File: src/rtl/ann_pkg.sv
// ---------------------------------------------------------------------------
// ann_pkg
//   Shared definitions for the scalar product engine and the activation LUT
//   stage it feeds. The LUT consumes N_LANES*ACC_W address bits, so both
//   blocks must agree on ACC_W, N_LANES and the lane packing order.
//   No ports; constants, the engine state type and a packing helper only.
// ---------------------------------------------------------------------------
package ann_pkg;

    localparam int N_DEFAULT = 8;   // max elements per vector
    localparam int DATA_W    = 8;   // signed element width
    localparam int ACC_W     = 32;  // signed accumulator width per lane
    localparam int N_LANES   = 3;   // weight vectors processed in parallel

    // Lane 0 occupies the least significant ACC_W bits of the packed word.
    localparam bit LANE0_AT_LSB = 1'b1;

    typedef enum logic [1:0] {
        IDLE  = 2'd0,   // no beat of the current vector taken yet
        ACCUM = 2'd1,   // at least one beat taken
        HOLD  = 2'd2    // result presented, waiting for downstream
    } state_t;

    // Bit offset of a lane inside the packed accumulator word.
    function automatic int lane_lsb(input int lane, input int acc_w);
        return LANE0_AT_LSB ? lane * acc_w : (N_LANES - 1 - lane) * acc_w;
    endfunction

endpackage

File: src/rtl/scalar_product_engine_mac_lane.sv
// ---------------------------------------------------------------------------
// mac_lane
//   One multiply-accumulate lane: signed x*w, either loaded (first beat of a
//   vector) or added to the running sum with two's-complement wrap, plus a
//   sticky signed-overflow flag that is cleared by the first-beat load.
// Ports:
//   clk, rst_n  clock, asynchronous active-low reset
//   en          accepted beat this cycle
//   first       beat is the first of a vector (load instead of accumulate)
//   x, w        signed operands, DATA_W each
//   acc         registered accumulator, ACC_W
//   ovf         registered sticky overflow flag
// ---------------------------------------------------------------------------
module mac_lane #(
    parameter int DATA_W = 8,
    parameter int ACC_W  = 32
) (
    input  logic                     clk,
    input  logic                     rst_n,
    input  logic                     en,
    input  logic                     first,
    input  logic signed [DATA_W-1:0] x,
    input  logic signed [DATA_W-1:0] w,
    output logic signed [ACC_W-1:0]  acc,
    output logic                     ovf
);

    logic signed [2*DATA_W-1:0] prod;
    logic signed [ACC_W-1:0]    prod_ext;
    logic signed [ACC_W-1:0]    sum;
    logic                       add_ovf;

    assign prod     = x * w;
    // Size cast of a signed operand sign-extends (also valid when ACC_W == 2*DATA_W).
    assign prod_ext = ACC_W'(prod);
    assign sum      = acc + prod_ext;
    // Overflow: operands share a sign but the wrapped sum does not.
    assign add_ovf  = (acc[ACC_W-1] == prod_ext[ACC_W-1]) && (sum[ACC_W-1] != acc[ACC_W-1]);

    always_ff @(posedge clk or negedge rst_n) begin
        if (!rst_n) begin
            acc <= '0;
            ovf <= 1'b0;
        end else if (en) begin
            if (first) begin
                acc <= prod_ext;
                ovf <= 1'b0;
            end else begin
                acc <= sum;
                ovf <= ovf | add_ovf;
            end
        end
    end

endmodule

File: src/rtl/scalar_product_engine.sv
// ---------------------------------------------------------------------------
// scalar_product_engine
//   Streams one input vector x against three weight vectors and produces the
//   three signed dot products, packed {acc2, acc1, acc0} as the activation
//   LUT address. A vector ends on s_last or on its Nth beat; the result is
//   then held under valid/ready. One idle bubble separates vectors.
// Ports:
//   clk, rst_n              clock, asynchronous active-low reset
//   s_valid/s_ready/s_last  input beat handshake and end-of-vector marker
//   s_x, s_w0..s_w2         signed element and lane weights (DATA_W)
//   m_valid/m_ready         result handshake
//   m_addr                  packed accumulators, acc0 in [ACC_W-1:0]
//   m_ovf                   per-lane sticky overflow for this result
//   m_count                 elements accumulated into this result (1..N)
// ---------------------------------------------------------------------------
module scalar_product_engine #(
    parameter  int N      = ann_pkg::N_DEFAULT,
    parameter  int DATA_W = ann_pkg::DATA_W,
    parameter  int ACC_W  = ann_pkg::ACC_W,
    localparam int CNT_W  = $clog2(N + 1)
) (
    input  logic                             clk,
    input  logic                             rst_n,
    input  logic                             s_valid,
    output logic                             s_ready,
    input  logic                             s_last,
    input  logic signed [DATA_W-1:0]         s_x,
    input  logic signed [DATA_W-1:0]         s_w0,
    input  logic signed [DATA_W-1:0]         s_w1,
    input  logic signed [DATA_W-1:0]         s_w2,
    output logic                             m_valid,
    input  logic                             m_ready,
    output logic [ann_pkg::N_LANES*ACC_W-1:0] m_addr,
    output logic [ann_pkg::N_LANES-1:0]      m_ovf,
    output logic [CNT_W-1:0]                 m_count
);

    import ann_pkg::*;

    state_t             state_reg;
    logic [CNT_W-1:0]   cnt_reg;
    logic [CNT_W-1:0]   cnt_next;
    logic               beat;
    logic               first;
    logic               vec_end;

    logic signed [DATA_W-1:0] lane_w   [N_LANES];
    logic signed [ACC_W-1:0]  lane_acc [N_LANES];

    // Handshake flags depend on registered state only, never on m_ready.
    assign s_ready  = (state_reg != HOLD);
    assign m_valid  = (state_reg == HOLD);

    assign beat     = s_valid && s_ready;
    assign first    = (state_reg == IDLE);
    assign cnt_next = first ? CNT_W'(1) : cnt_reg + CNT_W'(1);
    assign vec_end  = s_last || (cnt_next == CNT_W'(N));

    assign lane_w[0] = s_w0;
    assign lane_w[1] = s_w1;
    assign lane_w[2] = s_w2;

    generate
        for (genvar gi = 0; gi < N_LANES; gi++) begin : g_lane
            mac_lane #(
                .DATA_W (DATA_W),
                .ACC_W  (ACC_W)
            ) u_mac (
                .clk    (clk),
                .rst_n  (rst_n),
                .en     (beat),
                .first  (first),
                .x      (s_x),
                .w      (lane_w[gi]),
                .acc    (lane_acc[gi]),
                .ovf    (m_ovf[gi])
            );
            // Accumulators only change on accepted beats, so they are stable in HOLD.
            assign m_addr[lane_lsb(gi, ACC_W) +: ACC_W] = lane_acc[gi];
        end
    endgenerate

    assign m_count = cnt_reg;

    always_ff @(posedge clk or negedge rst_n) begin
        if (!rst_n) begin
            state_reg <= IDLE;
            cnt_reg   <= '0;
        end else begin
            case (state_reg)
                IDLE, ACCUM: begin
                    if (beat) begin
                        cnt_reg   <= cnt_next;
                        state_reg <= vec_end ? HOLD : ACCUM;
                    end
                end
                HOLD: begin
                    if (m_ready) begin
                        state_reg <= IDLE;
                    end
                end
                default: state_reg <= IDLE;
            endcase
        end
    end

endmodule
File: config.mk
export PLATFORM = sky130hd
export DESIGN_NAME = scalar_product_engine
export DESIGN_NICKNAME = d
export VERILOG_FILES = /design/src/rtl/ann_pkg.sv /design/src/rtl/scalar_product_engine_mac_lane.sv /design/src/rtl/scalar_product_engine.sv
export SDC_FILE = /design/constraint.sdc
export NUM_CORES = 1
export LEC_CHECK = 0
export ABC_AREA = 1
export CORE_ASPECT_RATIO = 1.2
export CORE_MARGIN = 4
export CORE_UTILIZATION = 29
export CTS_CLUSTER_SIZE = 20
export DETAILED_ROUTE_END_ITERATION = 8
export GPL_ROUTABILITY_DRIVEN = 1
export GPL_TIMING_DRIVEN = 0
export MAX_ROUTING_LAYER = met4
export REMOVE_ABC_BUFFERS = 1
export SLEW_MARGIN = 20
export SYNTH_ARGS = -nofsm -noshare
export SYNTH_HDL_FRONTEND = slang
export SYNTH_HIERARCHICAL = 1
export SYNTH_SLANG_ARGS = --single-unit
File: constraint.sdc
create_clock -name clk -period 2.3 [get_ports clk]
set_input_delay 0.345 -clock clk [delete_from_list [all_inputs] [get_ports clk]]
set_output_delay 0.345 -clock clk [all_outputs]
set_load 0.02 [all_outputs]
==> results.py, run 1 <==
metrics = {
    "status": {
        "status": "finished, violations left",
        "violations": "setup timing",
    },
    "synth": {
        "async_flop_share_pct": 100,
        "yosys_warnings": 6,
        "synth_seq_cells": 105,
        "synthFlopType": "dfrtp_1",
        "syn_area_mm2": 0.0191,
        "synth_edf_count": 0,
        "ys_seq_area_share_pct": 13.8,
        "synth_common_cells": "nand2_1, inv_1, nor2_1",
        "synthCells": 2882,
        "synth_top_cell_area_share_pct": 17.6,
        "yosysTopAreaCell": "fa_1",
        "syn_avg_cell_area_um2": 6.62,
        "synth_most_common_cell": "nand2_1",
        "ys_types": 55,
        "synth_area_leaders": "fa_1, nand2_1, dfrtp_1",
    },
    "final_layout": {
        "multi_input_area_mm2": 0.0189,
        "design_area_mm2": 0.0296,
        "nFillCells": 6079,
        "seqCellArea_mm2": 0.00263,
        "largest_reg_flops": 96,
        "fin_util_pct": 45.6,
        "fin_nets": 3610,
        "area_delta_synth_final_pct": 55.1,
        "regMostFlops": "g_lane.u_mac/acc",
        "drive_above_1_share_pct": 39.9,
    },
    "route": {
        "drcViolationCount": 0,
        "via_per_inst": 4.95,
        "met3WireLength_um": 3330,
        "dr_wl_met2_um": 37000,
        "route.top_layer_used": "met4",
        "vias": 20100,
        "first_pass_iters": 6,
        "met1_length_um": 26500,
        "wl_per_cell_um": 17.3,
        "postRouteAntennaNets": 0,
        "drt_iter0_drc": 983,
        "drt_wl_total_um": 70100,
    },
    "setup_path": {
        "crit_type": "in2reg",
        "ff2ff_path_depth": 6,
        "rrSetupSlack_ns": -0.30,
        "cpPeakStageDelay_ns": 0.61,
        "worstSetupEndpointType": "register",
        "slowest_stage": "fa_2",
        "r2r-start": "state_reg[0]$_DFFE_PN0P_",
        "crit_top_cell": "nand2_4",
        "critPathLaunch": "s_x[7]",
        "arrival_ns": 5.55,
        "path_max_fanout": 7,
        "crit_end": "g_lane[0].u_mac/acc[27]$_DFFE_PN0P_",
        "critPathLaunchType": "primary input",
        "cp_data_required_time_ns": 2.63,
        "r2r_end": "g_lane[0].u_mac/acc[19]$_DFFE_PN0P_",
    },
    "worst_hold_path": {
        "hold_path_startpoint": "s_w0[0]",
        "hold_path_class": "in2reg",
    },
    "die": {
        "core.rowCount": 102,
        "start_util_pct": 29.4,
        "die_y_um": 289,
        "top_level_ports": 142,
        "die-area_mm2": 0.0700,
        "core_mm2": 0.0648,
        "die_w_um": 242,
    },
    "global_route": {
        "gr-total-overflow": 0,
        "antenna_found_initial": 3,
        "gr-usage-all-layers_pct": 19.8,
        "grt_max_degree": 57,
        "grt_pass1_vias": 20800,
        "grt_pass1_wl_um": 108000,
    },
    "clock_network": {
        "cts_max_path_buffers": 2,
        "cts_tree": "built",
        "cts_root_buf": "clkbuf_16",
        "path_clk_slew_ns": 0.08,
        "clk_latency_ns": 0.39,
        "htreeDepth": 3,
        "cts_num_sinks": 105,
        "cts_made_buffers": 9,
    },
    "timing": {
        "period_share_pct": 227,
        "finalHoldViolations": 0,
        "worst_slack_ns": -2.91,
        "fin_worst_skew_ns": 0.0109,
        "min_period_ns": 5.21,
        "rsz0062_at_grt": "yes",
        "worst_pin_slew_ns": 0.996,
        "relSlewSlack_pct": 33.6,
        "slew_viol_final": 0,
        "setup_viol": 90,
        "fmax_ghz": 0.192,
    },
    "place": {
        "gp_congestion": 0.957,
        "io_buffers": 141,
        "dp_hpwl_um": 46100,
        "placed_cell_area_mm2": 0.0213,
        "place_ws_ns": -5.50,
    },
    "job": {
        "maxCapViolations": 0,
    },
}
-- final cells by class --
type | instances | area share [%]
Timing Repair Buffer | 392 | 13.8
Tap cell | 832 | 3.52
Antenna cell | 3 | 0.0254
Clock buffer | 12 | 0.833
Inverter | 662 | 8.72
Multi-Input combinational cell | 2046 | 64.0
Clock inverter | 4 | 0.0972
Timing Repair inverter | 5 | 0.190
Sequential cell | 105 | 8.88
-- what timing repair did --
action,4_1_cts,5_1_grt
endpoints found under the hold margin,49,0
resized for setup,1212,347
cloned,18,1
hold buffers,1,0
endpoints found under the setup margin,99,93
pin swaps,404,302
setup buffers,181,55
-- critical path, delay by kind of cell --
kind                       cells  cell delay [ns]
AOI/OAI and AO/OA              1             0.10
and+or+nand+nor               15             1.60
buffers and inverters          9             0.83
adders and majority gates      6             2.66
-- worst min path at each step --
stage | end | slack [ns] | cells past startpoint
after floorplan | g_lane[0].u_mac/acc[0]$_DFFE_PN0P_ | 0.05 | 0
after global placement | g_lane[0].u_mac/ovf$_DFFE_PN0P_ | 0.51 | 2
after detailed placement | g_lane[0].u_mac/acc[20]$_DFFE_PN0P_ | 0.36 | 1
after CTS | g_lane[0].u_mac/acc[0]$_DFFE_PN0P_ | 0.24 | 3
after global routing | g_lane[0].u_mac/acc[0]$_DFFE_PN0P_ | 0.27 | 3
final | g_lane[0].u_mac/acc[0]$_DFFE_PN0P_ | 0.26 | 3
-- routing by layer --
| layer | up-vias | track usage, % |
|---|---|---|
| met2 | 553 | 36.9 |
| met1 | 9764 | 21.2 |
| met5 | - | - |
| met3 | 178 | 3.04 |
| li1 | 9626 | - |
| met4 | 0 | 7.40 |
-- stage by stage --
stage | hold WS (ns) | TNS [ns] | std cells
after floorplan | 0.0494 | -227.77 | 2811
final | 0.264 | -213.09 | 4061
after global routing | 0.265 | -230.06 | 4061
after CTS | 0.238 | -203.70 | 4003
after detailed placement | 0.363 | -396.44 | 3787
after global placement | 0.508 | -838.92 | 3784
-- logic make-up after synthesis --
logic type	synth area share, %
adders and majority gates	29.7
DFF	13.8
buffers and inverters	14.7
xor gates and xnor gates	2.02
and+or+nand+nor	28.0
AOI/OAI and AO/OA	11.8
-- cell usage in the layout (no fill, tap or decap), types with 48 or more instances in the layout --
cell type	instances
nor2_4	72
a21oi_2	105
fa_1	157
inv_2	126
nor2_1	135
nand2_2	145
nor2_2	48
ha_1	60
nand2_4	77
buf_6	59
inv_1	512
nand3_2	71
clkdlybuf4s50_1	108
ha_4	119
buf_4	181
nand2_1	505
dfrtp_1	105
nand3_1	97
a21oi_1	58
Power of run 1 is not shown: default switching activity piles up to over one toggle a cycle in this logic, so the estimate is an artifact.
==> inputs of run 2 (changes only) <==
--- a/config.mk
+++ b/config.mk
@@ -15,6 +15,7 @@
 export GPL_TIMING_DRIVEN = 0
 export MAX_ROUTING_LAYER = met4
 export REMOVE_ABC_BUFFERS = 1
+export SKIP_CTS_REPAIR_TIMING = 1
 export SLEW_MARGIN = 20
 export SYNTH_ARGS = -nofsm -noshare
 export SYNTH_HDL_FRONTEND = slang
==> run 2 against run 1 <==
- the run still ends with setup timing left
- core utilization shrank 6.8 points
- design area down 15%
- critical path type unchanged
- critical path depth shrank 2
==> results.py, run 2 (synthesized netlist as in run 1, its figures left out) <==
metrics = {
    "timing": {
        "slew_viol_final": 0,
        "min_period_ns": 5.24,
        "finalHoldViolations": 0,
        "fin_worst_skew_ns": 0.0101,
        "relSlewSlack_pct": 41.0,
        "setup_viol": 93,
        "fmax_ghz": 0.191,
        "rsz0062_at_grt": "yes",
        "period_share_pct": 228,
        "worst_slack_ns": -2.94,
        "worst_pin_slew_ns": 0.884,
        "setup-tns-final_ns": -217.75,
    },
    "worst_hold_path": {
        "hold_path_class": "in2reg",
    },
    "final_layout": {
        "final_cell_mix": "nand2_1, inv_1, nor2_1, fa_1, nand3_1",
        "area_delta_synth_final_pct": 31.9,
        "largest_reg_flops": 96,
        "fin_nets": 3443,
        "design_area_mm2": 0.0252,
        "nFillCells": 6744,
        "regMostFlops": "g_lane.u_mac/acc",
        "drive_above_1_share_pct": 23.1,
        "final_common_cell": "nand2_1",
    },
    "die": {
        "die_y_um": 289,
        "die-area_mm2": 0.0700,
        "start_util_pct": 29.4,
        "core_mm2": 0.0648,
        "top_level_ports": 142,
        "die_w_um": 242,
        "core.rowCount": 102,
    },
    "global_route": {
        "antenna_found_initial": 4,
        "grt_max_degree": 57,
        "grt_pass1_vias": 18100,
        "gr-usage-all-layers_pct": 16.5,
        "grt_pass1_wl_um": 91500,
        "gr-total-overflow": 0,
    },
    "place": {
        "gp_congestion": 0.957,
        "dp_hpwl_um": 46100,
        "io_buffers": 141,
        "placed_cell_area_mm2": 0.0213,
        "place_ws_ns": -5.50,
    },
    "route": {
        "drt_wl_total_um": 61700,
        "postRouteAntennaNets": 0,
        "drt_iter0_drc": 799,
        "drcViolationCount": 0,
        "wl_per_cell_um": 15.8,
        "vias": 18700,
        "first_pass_iters": 5,
        "via_per_inst": 4.80,
    },
    "setup_path": {
        "critPathLaunchType": "primary input",
        "path_max_fanout": 24,
        "cp_data_required_time_ns": 2.63,
        "arrival_ns": 5.56,
        "crit_top_cell": "inv_2",
        "slowest_stage": "fa_1",
        "crit_type": "in2reg",
        "worstSetupEndpointType": "register",
        "cpPeakStageDelay_ns": 0.51,
    },
    "clock_network": {
        "cts_root_buf": "clkbuf_16",
        "clk_latency_ns": 0.39,
        "path_clk_slew_ns": 0.08,
        "cts_num_sinks": 105,
        "htreeDepth": 3,
        "cts_tree": "built",
        "cts_made_buffers": 9,
        "cts_max_path_buffers": 2,
    },
    "status": {
        "status": "finished, violations left",
        "violations": "setup timing",
    },
    "job": {
        "maxCapViolations": 0,
    },
}
[run 2: worst max-delay path: cells and delay by family]
kind,cells,cell delay [ns]
adder cells (fa/ha/maj),6,2.53
AO/OA/AOI/OAI,4,0.55
AND/OR/NAND/NOR,12,1.64
buffers and inverters,7,0.47
[run 2: metrics by stage]
step                      instances  utilization [%]  hold slack, ns
after floorplan                2811                -          0.0494
after global placement         3784             32.7           0.508
after detailed placement       3787             32.8           0.363
after CTS                      3803             33.3         -0.0739
after global routing           3895             38.8           0.261
final                          3895             38.8           0.264
[run 2: path summary, 6_finish.rpt]
path                                                 startpoint                                   to  slack (ns)  cells past startpoint
worst max-delay path                                     s_x[0]  g_lane[0].u_mac/acc[27]$_DFFE_PN0P_       -2.94                     29
worst min-delay path                                    s_w0[0]   g_lane[0].u_mac/acc[0]$_DFFE_PN0P_        0.26                      3
worst max register to register         state_reg[0]$_DFFE_PN0P_  g_lane[0].u_mac/acc[19]$_DFFE_PN0P_       -0.22                      6
worst min register to register  g_lane[0].u_mac/ovf$_DFFE_PN0P_      g_lane[0].u_mac/ovf$_DFFE_PN0P_        0.54                      2
max in group asynchronous                                 rst_n  g_lane[2].u_mac/acc[14]$_DFFE_PN0P_        1.08                      3
min in group asynchronous                                 rst_n  g_lane[0].u_mac/acc[24]$_DFFE_PN0P_        0.50                      2
[run 2: cell type report]
| type | instances | area, µm² | area share (%) |
|---|---|---|---|
| antenna | 4 | 10.0 | 0.0398 |
| clock buffer | 12 | 246 | 0.979 |
| clock inverter | 4 | 28.8 | 0.114 |
| inverter | 662 | 2530 | 10.1 |
| multi-input combinational | 2046 | 16300 | 64.6 |
| sequential | 105 | 2630 | 10.4 |
| tap | 832 | 1040 | 4.14 |
| timing repair buffer | 227 | 2390 | 9.49 |
| timing repair inverter | 3 | 25.0 | 0.0994 |
[run 2: routing by layer]
metal | share of wire [%] | routed length [µm] | GRT usage, %
met3 | 4.1 | 2540 | 2.72
met4 | 3.1 | 1940 | 4.05
met1 | 40 | 24900 | 18.8
met2 | 52 | 32300 | 30.4
met5 | 0 | 0 | -
Power of run 2 is left out for the same reason.
